===== src/rtl/systolic_act_skewer.sv =====
`default_nettype none
// ============================================================================
//  Module   : systolic_act_skewer
//  Brief    : Activation feeder for a weight-stationary systolic array.
//             Accepts one unskewed activation column per cycle and emits it
//             diagonally skewed (lane r delayed r cycles). After the last
//             vector of a tile it flushes zeros and pulses done when the
//             final word leaves the bottom lane.
//  Revision : 1.0 - initial release
// ============================================================================
module systolic_act_skewer #(
  parameter int ARR_HEIGHT = 8,
  parameter int WORD_WIDTH = 8
) (
  input  logic                             clk,
  input  logic                             reset_n,
  input  logic                             in_valid,
  output logic                             in_ready,
  input  logic [WORD_WIDTH*ARR_HEIGHT-1:0] in_vec,
  input  logic                             in_last,
  output logic [WORD_WIDTH*ARR_HEIGHT-1:0] a_out_vec,
  output logic [ARR_HEIGHT-1:0]            a_out_lane_vld,
  output logic                             busy,
  output logic                             done
);

  // Drain counter must hold ARR_HEIGHT-1; keep at least one bit.
  localparam int                 C_CNT_W    = (ARR_HEIGHT > 1) ? $clog2(ARR_HEIGHT) : 1;
  localparam logic [C_CNT_W-1:0] C_CNT_INIT = C_CNT_W'(ARR_HEIGHT - 1);
  localparam logic [C_CNT_W-1:0] C_CNT_ONE  = C_CNT_W'(1);

  typedef enum logic [1:0] {
    S_IDLE   = 2'd0,
    S_STREAM = 2'd1,
    S_DRAIN  = 2'd2
  } state_t;

  state_t               state_q, state_d;
  logic [C_CNT_W-1:0]   cnt_q, cnt_d;
  logic                 in_ready_q, in_ready_d;
  logic                 busy_q, busy_d;
  logic                 done_q, done_d;
  logic                 accept;

  // in_ready is a registered Moore output, so accept never depends on
  // combinational paths through this block.
  assign accept   = in_valid && in_ready_q;
  assign in_ready = in_ready_q;
  assign busy     = busy_q;
  assign done     = done_q;

  // Next-state, drain counter and next Moore outputs of the tile controller.
  always_comb begin
    state_d = state_q;
    cnt_d   = cnt_q;
    case (state_q)
      S_IDLE, S_STREAM: begin
        if (accept) begin
          if (in_last) begin
            state_d = S_DRAIN;
            cnt_d   = C_CNT_INIT;
          end else begin
            state_d = S_STREAM;
          end
        end
      end
      S_DRAIN: begin
        if (cnt_q == '0) begin
          state_d = S_IDLE;
        end else begin
          cnt_d = cnt_q - C_CNT_ONE;
        end
      end
      default: begin
        state_d = S_IDLE;
        cnt_d   = '0;
      end
    endcase
    // Outputs are computed from the next state so they are registered yet
    // still describe the state the block occupies in the following cycle.
    in_ready_d = (state_d != S_DRAIN);
    busy_d     = (state_d != S_IDLE);
    done_d     = (state_d == S_DRAIN) && (cnt_d == '0);
  end

  // Tile controller state and output registers.
  always_ff @(posedge clk or negedge reset_n) begin
    if (!reset_n) begin
      state_q    <= S_IDLE;
      cnt_q      <= '0;
      in_ready_q <= 1'b1;
      busy_q     <= 1'b0;
      done_q     <= 1'b0;
    end else begin
      state_q    <= state_d;
      cnt_q      <= cnt_d;
      in_ready_q <= in_ready_d;
      busy_q     <= busy_d;
      done_q     <= done_d;
    end
  end

  // One shift chain per lane; lane r holds r+1 stages so its tail lags
  // lane 0 by r cycles. Chains never stall: the array cannot push back.
  for (genvar r = 0; r < ARR_HEIGHT; r++) begin : g_lane
    localparam int DEPTH = r + 1;

    logic [WORD_WIDTH-1:0]       head_data;
    logic [DEPTH*WORD_WIDTH-1:0] data_q, data_d;
    logic [DEPTH-1:0]            vld_q, vld_d;

    // Head loads real data only on accept; otherwise it injects a bubble.
    assign head_data = accept ? in_vec[r*WORD_WIDTH +: WORD_WIDTH] : '0;

    if (DEPTH == 1) begin : g_no_skew
      // Single-stage lane: the head register is also the tail.
      always_comb begin
        data_d = head_data;
        vld_d  = accept;
      end
    end else begin : g_skew
      // Shift toward the MSB slot; the MSB slot is the chain tail.
      always_comb begin
        data_d = {data_q[(DEPTH-1)*WORD_WIDTH-1:0], head_data};
        vld_d  = {vld_q[DEPTH-2:0], accept};
      end
    end

    // Lane stage registers, cleared asynchronously so outputs drop at once.
    always_ff @(posedge clk or negedge reset_n) begin
      if (!reset_n) begin
        data_q <= '0;
        vld_q  <= '0;
      end else begin
        data_q <= data_d;
        vld_q  <= vld_d;
      end
    end

    assign a_out_vec[r*WORD_WIDTH +: WORD_WIDTH] = data_q[DEPTH*WORD_WIDTH-1 -: WORD_WIDTH];
    assign a_out_lane_vld[r]                     = vld_q[DEPTH-1];
  end

endmodule
`default_nettype wire


===== config.mk =====
export PLATFORM = sky130hd
export DESIGN_NAME = systolic_act_skewer
export DESIGN_NICKNAME = d
export VERILOG_FILES = /design/src/rtl/systolic_act_skewer.sv
export SDC_FILE = /design/constraint.sdc
export NUM_CORES = 1
export LEC_CHECK = 0
export CAP_MARGIN = 10
export CORE_MARGIN = 2
export CORE_UTILIZATION = 28
export DETAILED_ROUTE_END_ITERATION = 8
export PLACE_DENSITY = 0.49
export SETUP_SLACK_MARGIN = 0.5
export SYNTH_ARGS = -nofsm -noshare
export SYNTH_HDL_FRONTEND = slang
export SYNTH_SLANG_ARGS = --single-unit

===== constraint.sdc =====
create_clock -name clk -period 2.6 [get_ports clk]
set_clock_uncertainty 0.15 [all_clocks]
set_input_delay 0.52 -clock clk [delete_from_list [all_inputs] [get_ports clk]]
set_output_delay 0.52 -clock clk [all_outputs]
set_load 0.01 [all_outputs]

# Yosys cells after proc, flatten, opt, wreduce, memory -nomap -nowiden
# Cells that the tools add are included.
# word_totals
mem_bits_ro,0
mem_bits_rw,0
out_inout_bits,75
ff_bits,332
n_memories,0
latch_bits,0
# classes
addsub,1
order_cmp,0
shift,0
n_reduce_logical,7
div,0
muxes,16
eq_ne,4
mul,0
n_bitwise,0
# op_table
cell,count
$mux W8,8
$mux W3,3
$logic_not A3 Y1,2
$mux W2,3
$pmux W3 S2,1
$eq A2 B2 Y1 const B,2
$pmux W2 S2,1
$sub A3 B1 Y3 const B,1
$eq A2 B1 Y1 const B,1
$logic_and A1 B1 Y1,2
$logic_not A2 Y1,1
$ne A2 B2 Y1 const B,1
$reduce_bool A2 Y1,1
$reduce_or A2 Y1,1

# Logic depth before layout (Yosys ltp)
# Gate-level depths: netlist (run 1).
# depth
ltp_word,5
depth_mapped,7

# Worst setup path before layout (run 1)
# Ideal clock, no wire load.
# synth_path
path_kind,flip-flop to flip-flop
start,reg cnt_q[0]
end,"reg done_q, in the netlist done"
path_slack_ns,0.882
path_stages_with_launch,8
arrival_time_ns,1.433
t_required_ns,2.315
n_path_buf,0
setup_ns,0.135
cell_sequence,dfrtp_1 inv_1 ha_1 ha_1 or3b_4 nor2_1 a21oi_1 nor4b_4
# synth_between
elab_chain_len,5
elab_cells_between_ends,11
cone_classes,add/sub (1); eq/ne (1); mux (6); reduce/logical (3)
# synth_rtl
element,line,text
from (decl),39,"logic [C_CNT_W-1:0] cnt_q, cnt_d;"
from (signal assigned),96,cnt_q <= cnt_d;
"$sub A3 B1 Y3, or another cell as far along",71,cnt_d = cnt_q - C_CNT_ONE;
"$mux W3, or another cell as far along",68,if (cnt_q == '0) begin
$pmux W3 S2 / $pmux W2 S2 (equally long branches),56,case (state_q)
$logic_not A3 Y1 / $eq A2 B2 Y1 (equally long branches),83,done_d = (state_d == S_DRAIN) && (cnt_d == '0);
$logic_and A1 B1 Y1 *,83,
via done_d,42,"logic done_q, done_d;"
to (signal assigned),99,done_q <= done_d;
to (decl),42,
# The timed path passes the listed nets; every way through them passes the cells marked *.

# Final worst setup path (run 1)
# layout_path
start,reg g_lane[2].data_q[17]
end,out a_out_vec[17]
# layout_rtl
element,line,text
from (decl),109,"logic [DEPTH*WORD_WIDTH-1:0] data_q, data_d;"
from (signal assigned),135,data_q <= data_d;
to (decl),21,"output logic [WORD_WIDTH*ARR_HEIGHT-1:0] a_out_vec,"
# No word-level cell between the ends.

==> results.sh, run 1 <==
export IMPL_crit_chain="clkdlybuf4s50_1"
export IMPL_rsz0062_at_grt="no"
export IMPL_peakVddDrop_uv=922
export IMPL_clk_latency_ps=530
export IMPL_slew_headroom_pct=57.6
export IMPL_p_seq_share_pct=49.3
export IMPL_required_ps=1930
export IMPL_power_switching_mw=2.58
export IMPL_total_leakage_power_nw=6.07
export IMPL_synth_top_area_share_pct=87.3
export IMPL_avgSynthCellArea_sq_um=18.6
export IMPL_drt_iter0_markers=140
export IMPL_die_y_microns=180
export IMPL_cts_max_level=1
export IMPL_clock_path_buffers=3
export IMPL_hold_slack_ps=164
export IMPL_postRouteAntennaNets=0
export IMPL_synth_ff_type="dfrtp_1"
export IMPL_tns_ps=0
export IMPL_cts_buffers=31
export IMPL_synth_top_area_cell="dfrtp_1"
export IMPL_drc=0
export IMPL_worstHoldStart="in_valid"
export IMPL_io_pins=143
export IMPL_synth_yosys_seq_area_share_pct=87.6
export IMPL_p_int_mw=9.00
export IMPL_wire_per_inst_microns=13.6
export IMPL_synthesis_nets=537
export IMPL_crit_path_start_kind="flop"
export IMPL_synthDistinctLibCells=23
export IMPL_place_congestion=0.695
export IMPL_design_die_area_sq_um=32400
export IMPL_hold_viol=0
export IMPL_grt_overflow=0
export IMPL_crit_path_top_delay_cell="clkdlybuf4s50_1"
export IMPL_die_w_microns=180
export IMPL_path_buf_inv=1
export IMPL_synthTopCellsByArea="dfrtp_1, buf_4, and3_1"
export IMPL_cts_sinks=304
export IMPL_period_needed_ps=2050
export IMPL_start_util_pct=28.4
export IMPL_grt_pass1_vias=4359
export IMPL_row_count=64
export IMPL_hold_path_end="g_lane[7].vld_q[0]$_DFF_PN0_"
export IMPL_worstPathMaxFanout=1
export IMPL_reg2reg_depth=7
export IMPL_switching_share_pct=22.3
export IMPL_p_comb_share_pct=10.0
export IMPL_synthArstFlopShare_pct=100
export IMPL_vias=3760
export IMPL_crit_path_end_kind="output pin"
export IMPL_syn_to_final_growth_pct=31.9
export IMPL_min_path_type="in2reg"
export IMPL_synthCells=466
export IMPL_clkTransAtPathRegs_ps=70
export IMPL_clock_power_share_pct=40.7
export IMPL_drt_wl_total_microns=13700
export IMPL_cp_arrival_ps=1380
export IMPL_drt_pass1_iterations=3
export IMPL_yosys_register_bits=304
export IMPL_antenna_found_initial=2
export IMPL_cp_depth=1
export IMPL_synth_yosys_warnings=0
export IMPL_power_density_nw_per_um2=1010
export IMPL_coreArea_sq_um=30600
export IMPL_path_class="reg2out"
export IMPL_routed_via_density=3.72
export IMPL_max_stage_delay_ps=530
export IMPL_syn_area_sq_um=8690
export IMPL_reg2reg_setup_slack_ps=690
export IMPL_io_buffer_count=142
export IMPL_nNetsFinal=658
export IMPL_clockRootBuffer="clkbuf_16"
export IMPL_maxSlewViolCount=0
export IMPL_fmax_mhz=488
export IMPL_fillers=2864
export IMPL_maxCapViolCount=0
export IMPL_drive_gt1_share_pct=12.9
export IMPL_finalCritPeriodShare_pct=78.8
export IMPL_status="complete, no violations"
export IMPL_cts_tree="built"
export IMPL_hold_path_depth=2
export IMPL_synth_edff_count=0
export IMPL_grt_max_degree=79
export IMPL_post_cts_buffers=0
export IMPL_dp_hpwl_microns=8650
export IMPL_tightest_slew_ps=636
export IMPL_grt_util_all_layers_pct=8.75
export IMPL_r2r_start="cnt_q[0]$_DFF_PN0_"
export IMPL_crit_family="buffers and inverters"
export IMPL_grt_first_pass_wirelength_microns=22900
export IMPL_total_power_mw=11.6
export IMPL_setup_violations=0
export IMPL_timing_rr_end="done$_DFF_PN0_"
[worst max path at each step]
| stage | start | to | slack [ps] |
|---|---|---|---|
| after global routing | g_lane[7].vld_q[7]$_DFF_PN0_ | a_out_lane_vld[7] | 500 |
| final | g_lane[2].data_q[17]$_DFF_PN0_ | a_out_vec[17] | 550 |
| after detailed placement | cnt_q[0]$_DFF_PN0_ | done$_DFF_PN0_ | 690 |
| after CTS | g_lane[1].data_q[15]$_DFF_PN0_ | a_out_vec[15] | 500 |
| after floorplan | cnt_q[0]$_DFF_PN0_ | done$_DFF_PN0_ | 880 |
| after global placement | in_ready$_DFF_PN1_ | done$_DFF_PN0_ | 820 |
[state kept, by name, summed over array words and instances (netlist names)]
name           count
g_lane.vld_q       8
done               1
in_ready           1
cnt_q              3
busy               1
g_lane.data_q    288
state_q            2
[Yosys cell counts, types with 2 or more instances]
cell      count
o21ai_0       2
nor2_1        2
dfrtp_1     303
and3_1       64
inv_1         5
clkbuf_1     14
ha_1          3
a21oi_1       2
buf_4        57
[through the flow]
step           utilization [%]  setup WS (ps)  std cells  instance area (sq um)
6_report                  37.5            552       1010                  11500
5_1_grt                   37.4            500       1007                  11400
4_1_cts                   37.3            501       1007                  11400
3_5_place_dp              33.7            690        949                  10300
3_3_place_gp              33.7            819        949                  10300
2_1_floorplan                -            882        466                   8690
[timing repair]
item	4_1_cts	5_1_grt
hold buffers	1	0
resized for setup	42	21
hold endpoints to repair	64	0
endpoints found under the setup margin	42	21
[layout make-up]
| type | count | area [sq um] | share of cell area, % |
|---|---|---|---|
| flip-flops and latches | 304 | 7610 | 66.4 |
| clock buffers | 40 | 880 | 7.68 |
| repair buffers | 159 | 1610 | 14.1 |
| well taps | 396 | 495 | 4.33 |
| multi-input cells | 85 | 574 | 5.01 |
| inverters | 6 | 22.5 | 0.197 |
| clock inverters | 17 | 254 | 2.22 |
| diodes | 3 | 7.51 | 0.0655 |
[cells in the final DEF (no fill, tap or decap), drive strengths merged, types with 2 or more instances in the layout]
cell type	instances
clkinv	5
diode	3
ha	3
clkdlybuf4s50	77
dlymetal6s2s	21
dfrtp	303
clkbuf	40
nand2	2
bufinv	6
clkinvlp	6
o21ai	2
dlygate4sd2	42
and3	64
a21oi	2
nor2	2
inv	6
buf	18
[logic make-up (layout without fill, tap and decap cells)]
kind of cell             count (synthesis)  in the layout  share of synthesized area [%]
flip-flops                             304            304                           87.6
AND/OR/NAND/NOR                         75             75                           5.70
buffers and inverters                   77            222                           5.79
other                                    0              3                              0
AO/OA/AOI/OAI                            7              7                          0.475
adder cells (fa/ha/maj)                  3              3                          0.432
[metal layers]
layer  vias to the layer above  routed length [microns]  global-route usage, %
li1                       1689                        -                      -
met1                      1925                     5530                   10.6
met2                       113                     6640                   14.3
met3                        33                     1150                   3.17
met4                         0                      403                   3.55
met5                         -                        0                      0
[power by group through the flow]
stage	sequential, mW	combinational, mW	clock (mW)
floorplan	5.76	0.657	0
global placement	5.78	1.21	0
detailed placement	5.82	1.28	0
CTS	5.73	1.20	4.89
global route	5.79	1.29	5.12
finish	5.71	1.16	4.71
Note: power is estimated with default switching activity, not from simulation.
==> run 2: changes to the inputs <==
Clock period 2.6 ns to 1.93 ns, I/O delays scaled along.
==> run 2 against run 1 <==
Net effect:
- routed wire length up 5.7%
- cell count rose by 1.7%
- non-clock buffer count grew 19
- final area grew 0.46%
- flip-flop and latch count unchanged
- first-iteration DRC count is 5.0% higher
- largest cell class unchanged
- worst setup slack worse by 390 ps
- clock power increased by 32%
- sequential share of layout area decreased by 0.30 points
==> results.sh, run 2 (synthesis results as in run 1) <==
export IMPL_row_count=64
export IMPL_rsz0062_at_grt="yes"
export IMPL_p_seq_share_pct=47.3
export IMPL_tns_ps=0
export IMPL_maxCapViolCount=0
export IMPL_grt_overflow=0
export IMPL_clock_power_share_pct=38.1
export IMPL_wire_per_inst_microns=14.1
export IMPL_io_pins=143
export IMPL_clock_path_buffers=3
export IMPL_syn_to_final_growth_pct=32.5
export IMPL_p_comb_share_pct=14.7
export IMPL_maxSlewViolCount=0
export IMPL_n_antenna_cell=0
export IMPL_tightest_slew_ps=413
export IMPL_largest_register_ffs=288
export IMPL_cts_tree="built"
export IMPL_antenna_found_initial=0
export IMPL_cts_sinks=304
export IMPL_grt_first_pass_wirelength_microns=22900
export IMPL_cts_buffers=34
export IMPL_postRouteAntennaNets=0
export IMPL_setup_slack_ps=164
export IMPL_dpl_cell_count=943
export IMPL_period_needed_ps=1770
export IMPL_largest_register="g_lane.data_q"
export IMPL_design_die_area_sq_um=32400
export IMPL_worstPathMaxFanout=3
export IMPL_die_y_microns=180
export IMPL_crit_chain="inv_2 > ha_4 > ha_4 > or3b_4 > nand2_2 > inv_2 > nor4b_4"
export IMPL_grt_pass1_vias=4347
export IMPL_crit_path_end_kind="flop"
export IMPL_clk_latency_ps=490
export IMPL_path_class="reg2reg"
export IMPL_slew_headroom_pct=72.5
export IMPL_cp_arrival_ps=2010
export IMPL_grt_util_all_layers_pct=8.81
export IMPL_die_w_microns=180
export IMPL_clockRootBuffer="clkbuf_16"
export IMPL_fmax_mhz=566
export IMPL_start_util_pct=28.4
export IMPL_grt_max_degree=80
export IMPL_p_int_mw=12.6
export IMPL_status="complete, no violations"
export IMPL_finalCritPeriodShare_pct=91.5
export IMPL_pre_cts_ws_ps=155
export IMPL_drt_pass1_iterations=4
export IMPL_crit_path_top_delay_cell="or3b_4"
export IMPL_io_buffer_count=142
export IMPL_peakVddDrop_uv=635
export IMPL_hold_viol=0
export IMPL_crit_path_start_kind="flop"
export IMPL_drt_iter0_markers=147
export IMPL_min_path_type="in2reg"
export IMPL_cts_max_level=2
export IMPL_nNetsFinal=680
export IMPL_largest_registers="g_lane.data_q: 288 flops, g_lane.vld_q: 8 flops, cnt_q: 3 flops"
export IMPL_power_switching_mw=3.76
export IMPL_power_density_nw_per_um2=1420
export IMPL_layout_commonest_cell="dfrtp_1"
export IMPL_drt_wl_total_microns=14500
export IMPL_coreArea_sq_um=30600
export IMPL_dp_hpwl_microns=8330
export IMPL_vias=3830
export IMPL_routed_via_density=3.73
export IMPL_required_ps=2170
export IMPL_mostFrequentLayoutCells="dfrtp_1, clkdlybuf4s50_1, and3_1, buf_2, clkbuf_16"
export IMPL_switching_share_pct=23.0
export IMPL_place_congestion=0.707
export IMPL_drc=0
export IMPL_max_stage_delay_ps=400
export IMPL_total_leakage_power_nw=5.89
export IMPL_drive_gt1_share_pct=27.9
export IMPL_setup_violations=0
export IMPL_fin_cells=1027
export IMPL_clkTransAtPathRegs_ps=50
==> run 2: cell types whose count changed in the layout (fill, tap and decap cells not counted), sizes merged, moves of 2 or more <==
cell           previous run  this run
buf                      18       108
dlygate4sd2              42         0
dlymetal6s2s             21         0
clkbuf                   40        55
clkdlybuf4s50            77        65
clkinvlp                  6         1
bufinv                    6         2
diode                     3         0
clkinv                    5         3
==> run 2: power by group through the flow <==
stage	clock [mW]	combinational, mW	sequential [mW]
after floorplan	0	0.939	7.77
after global placement	0	1.70	7.80
after detailed placement	0	1.76	7.83
after CTS	6.48	1.91	7.72
after global routing	6.77	2.59	7.84
final	6.22	2.40	7.72
==> run 2: cell type report <==
| class | count | area (sq um) |
|---|---|---|
| clock inverter | 6 | 105 |
| tap | 396 | 495 |
| fill | 2835 | 19100 |
| sequential | 304 | 7610 |
| clock buffer | 52 | 1010 |
| multi-input combinational | 85 | 623 |
| timing repair buffer | 178 | 1640 |
| inverter | 6 | 22.5 |
==> run 2: per-layer routing <==
metal  vias up  track usage, %  routed length (microns)
met4         0            4.32                      514
met5         -               0                        0
met2       134            13.9                     6880
met3        34            3.78                     1220
li1       1724               -                        -
met1      1938            10.4                     5890
==> run 2: worst max-delay path, delay by kind of cell (launching register included) <==
family,cells,cell delay (ps)
flip-flops,1,360
buffers and inverters,2,110
adder cells (fa/ha/maj),2,320
AND/OR/NAND/NOR,3,720
==> run 2: worst paths after layout <==
path                                                 from                        endpoint  slack [ps]  cells past startpoint
max in group asynchronous                         reset_n    g_lane[7].vld_q[6]$_DFF_PN0_         720                      3
setup reg to reg                       cnt_q[1]$_DFF_PN0_                  done$_DFF_PN0_         160                      7
min in group asynchronous                         reset_n  g_lane[5].data_q[39]$_DFF_PN0_         200                      2
hold / removal                                   in_valid              cnt_q[1]$_DFF_PN0_         130                      3
hold reg to reg            g_lane[3].data_q[17]$_DFF_PN0_  g_lane[3].data_q[25]$_DFF_PN0_         180                      0
setup / recovery                       cnt_q[1]$_DFF_PN0_                  done$_DFF_PN0_         160                      7
==> run 2: timing repair <==
item	4_1_cts	5_1_grt
pin swaps	1	3
hold buffers	1	0
setup endpoints to repair	117	117
cloned	1	5
resized for setup	320	22
endpoints found under the hold margin	169	0
setup buffers	13	6
==> run 2: metrics by stage <==
stage	power [mW]	instance area [sq um]	util, %	hold slack [ps]
final	16.3	11500	37.6	132
after global routing	17.2	11500	37.6	126
after CTS	16.1	11300	36.8	106
after detailed placement	9.59	10300	33.6	127
after global placement	9.50	10300	33.6	124
after floorplan	8.70	8720	-	-59.6
==> run 3: changes to the inputs <==
Clock period 1.93 ns to 1.9 ns, I/O delays scaled along.
==> run 3 against run 2 <==
Net effect:
- maximum frequency down 1.1%
- die area unchanged
- combinational power down 3%
- non-clock buffer count up 4
- worst setup slack worse by 50 ps
- first-iteration DRC count down 35%
- highest routed layer unchanged
==> results.sh, run 3 (synthesis results as in run 1) <==
export IMPL_grt_pass1_vias=4360
export IMPL_fin_area_sq_um=11600
export IMPL_worstPathMaxFanout=3
export IMPL_cts_sinks=304
export IMPL_place_congestion=0.684
export IMPL_p_int_mw=12.9
export IMPL_required_ps=2200
export IMPL_die_w_microns=180
export IMPL_fmax_mhz=560
export IMPL_wire_per_inst_microns=13.7
export IMPL_coreArea_sq_um=30600
export IMPL_power_density_nw_per_um2=1440
export IMPL_antenna_found_initial=1
export IMPL_path_class="reg2reg"
export IMPL_vias=3891
export IMPL_largest_register_ffs=288
export IMPL_routed_wl_met3_microns=1270
export IMPL_tightest_slew_ps=521
export IMPL_postRouteAntennaNets=0
export IMPL_rsz0062_at_grt="yes"
export IMPL_dp_hpwl_microns=8700
export IMPL_hold_viol=0
export IMPL_clockRootBuffer="clkbuf_16"
export IMPL_period_needed_ps=1790
export IMPL_cp_arrival_ps=2080
export IMPL_cts_buffers=30
export IMPL_peakVddDrop_uv=698
export IMPL_maxSlewViolCount=0
export IMPL_switching_share_pct=22.5
export IMPL_mostFrequentLayoutCells="dfrtp_1, clkdlybuf4s50_1, and3_1, buf_2, clkbuf_16"
export IMPL_p_comb_share_pct=14.0
export IMPL_reg2reg_depth=7
export IMPL_drt_iter0_markers=96
export IMPL_io_buffer_count=142
export IMPL_routed_wl_met2_microns=7010
export IMPL_layout_commonest_cell="dfrtp_1"
export IMPL_design_die_area_sq_um=32400
export IMPL_start_util_pct=28.4
export IMPL_setup_violations=0
export IMPL_crit_path_end_kind="flop"
export IMPL_syn_to_final_growth_pct=33.2
export IMPL_cts_max_level=1
export IMPL_status="complete, no violations"
export IMPL_largest_registers="g_lane.data_q: 288 flops, g_lane.vld_q: 8 flops, cnt_q: 3 flops"
export IMPL_grt_util_all_layers_pct=8.84
export IMPL_clkTransAtPathRegs_ps=60
export IMPL_grt_overflow=0
export IMPL_total_leakage_power_nw=5.95
export IMPL_routedLengthMet1_microns=5510
export IMPL_drive_gt1_share_pct=29.4
export IMPL_tns_ps=0
export IMPL_min_path_type="in2reg"
export IMPL_clock_power_share_pct=39.0
export IMPL_drt_pass1_iterations=4
export IMPL_routed_via_density=3.78
export IMPL_nNetsFinal=680
export IMPL_maxCapViolCount=0
export IMPL_cts_tree="built"
export IMPL_grt_max_degree=60
export IMPL_io_pins=143
export IMPL_die_y_microns=180
export IMPL_n_antenna_cell=0
export IMPL_hold_path_depth=3
export IMPL_p_seq_share_pct=47.0
export IMPL_slew_headroom_pct=65.3
export IMPL_clk_latency_ps=540
export IMPL_finalCritPeriodShare_pct=94.0
export IMPL_largest_register="g_lane.data_q"
export IMPL_grt_first_pass_wirelength_microns=23200
export IMPL_crit_path_start_kind="flop"
export IMPL_drc=0
export IMPL_power_switching_mw=3.74
export IMPL_clock_path_buffers=3
export IMPL_dr_max_layer_used="met4"
export IMPL_drt_wl_total_microns=14100
export IMPL_dpl_cell_area_sq_um=10400
export IMPL_row_count=64
## run 3: cell types whose count changed in the layout (fill, tap and decap cells not counted), sizes merged
cell,before,now
bufbuf,1,2
buf,108,113
clkinv,3,7
bufinv,2,6
clkinvlp,1,0
clkbuf,55,43
inv,6,7
## run 3: worst max-delay path, stage by stage (launching register included)
cell,delay [ps]
dfrtp_1,380
inv_2,70
ha_4,170
ha_4,160
or3b_4,420
nand2_4,100
inv_4,40
nor4b_4,210
## run 3: repair_timing
action,CTS,global route
resized for setup,325,18
pin swaps,5,4
hold buffers,1,0
endpoints found under the setup margin,108,107
buffers inserted,8,8
endpoints found under the hold margin,44,0
cloned,2,1
## run 3: cell type report
| cell class | instances | area [sq um] |
|---|---|---|
| clock buffers | 42 | 907 |
| clock inverters | 14 | 226 |
| fillers | 2836 | 19000 |
| inverters | 6 | 25.0 |
| multi-input cells | 85 | 647 |
| flip-flops and latches | 304 | 7610 |
| well taps | 396 | 495 |
| repair buffers | 182 | 1660 |
## run 3: routing by layer
metal	GRT usage [%]	up-vias
met1	10.6	2004
met2	14.6	127
met4	3.13	0
met5	0	-
li1	-	1727
met3	3.44	33
## run 3: path summary, 6_finish.rpt
path                                                    start                        endpoint  slack [ps]
worst max-delay path                       cnt_q[0]$_DFF_PN0_                  done$_DFF_PN0_         110
worst min-delay path                                 in_valid              cnt_q[1]$_DFF_PN0_          60
worst max register to register             cnt_q[0]$_DFF_PN0_                  done$_DFF_PN0_         110
worst min register to register  g_lane[3].data_q[3]$_DFF_PN0_  g_lane[3].data_q[11]$_DFF_PN0_         190
max in group asynchronous                             reset_n  g_lane[5].data_q[33]$_DFF_PN0_         730
min in group asynchronous                             reset_n  g_lane[3].data_q[31]$_DFF_PN0_         250
## run 3: power by group through the flow
stage          clock (mW)  combinational, mW  sequential (mW)
2_1_floorplan           0              0.970             7.89
3_3_place_gp            0               1.77             7.91
3_5_place_dp            0               1.83             7.96
4_1_cts              6.68               2.07             7.84
5_1_grt              6.96               2.52             7.95
6_report             6.48               2.33             7.83
## run 3: per-stage QoR
| step | utilization [%] | setup slack (ps) | hold slack (ps) | power (mW) | instances |
|---|---|---|---|---|---|
| after floorplan | - | 247 | -65.6 | 8.86 | 466 |
| after global placement | 33.9 | 197 | 181 | 9.68 | 953 |
| after detailed placement | 33.9 | 90.5 | 185 | 9.79 | 953 |
| after CTS | 37.2 | 136 | 78.6 | 16.6 | 1020 |
| after global routing | 37.8 | 56.6 | 59.7 | 17.4 | 1029 |
| final | 37.8 | 114 | 62.3 | 16.6 | 1029 |
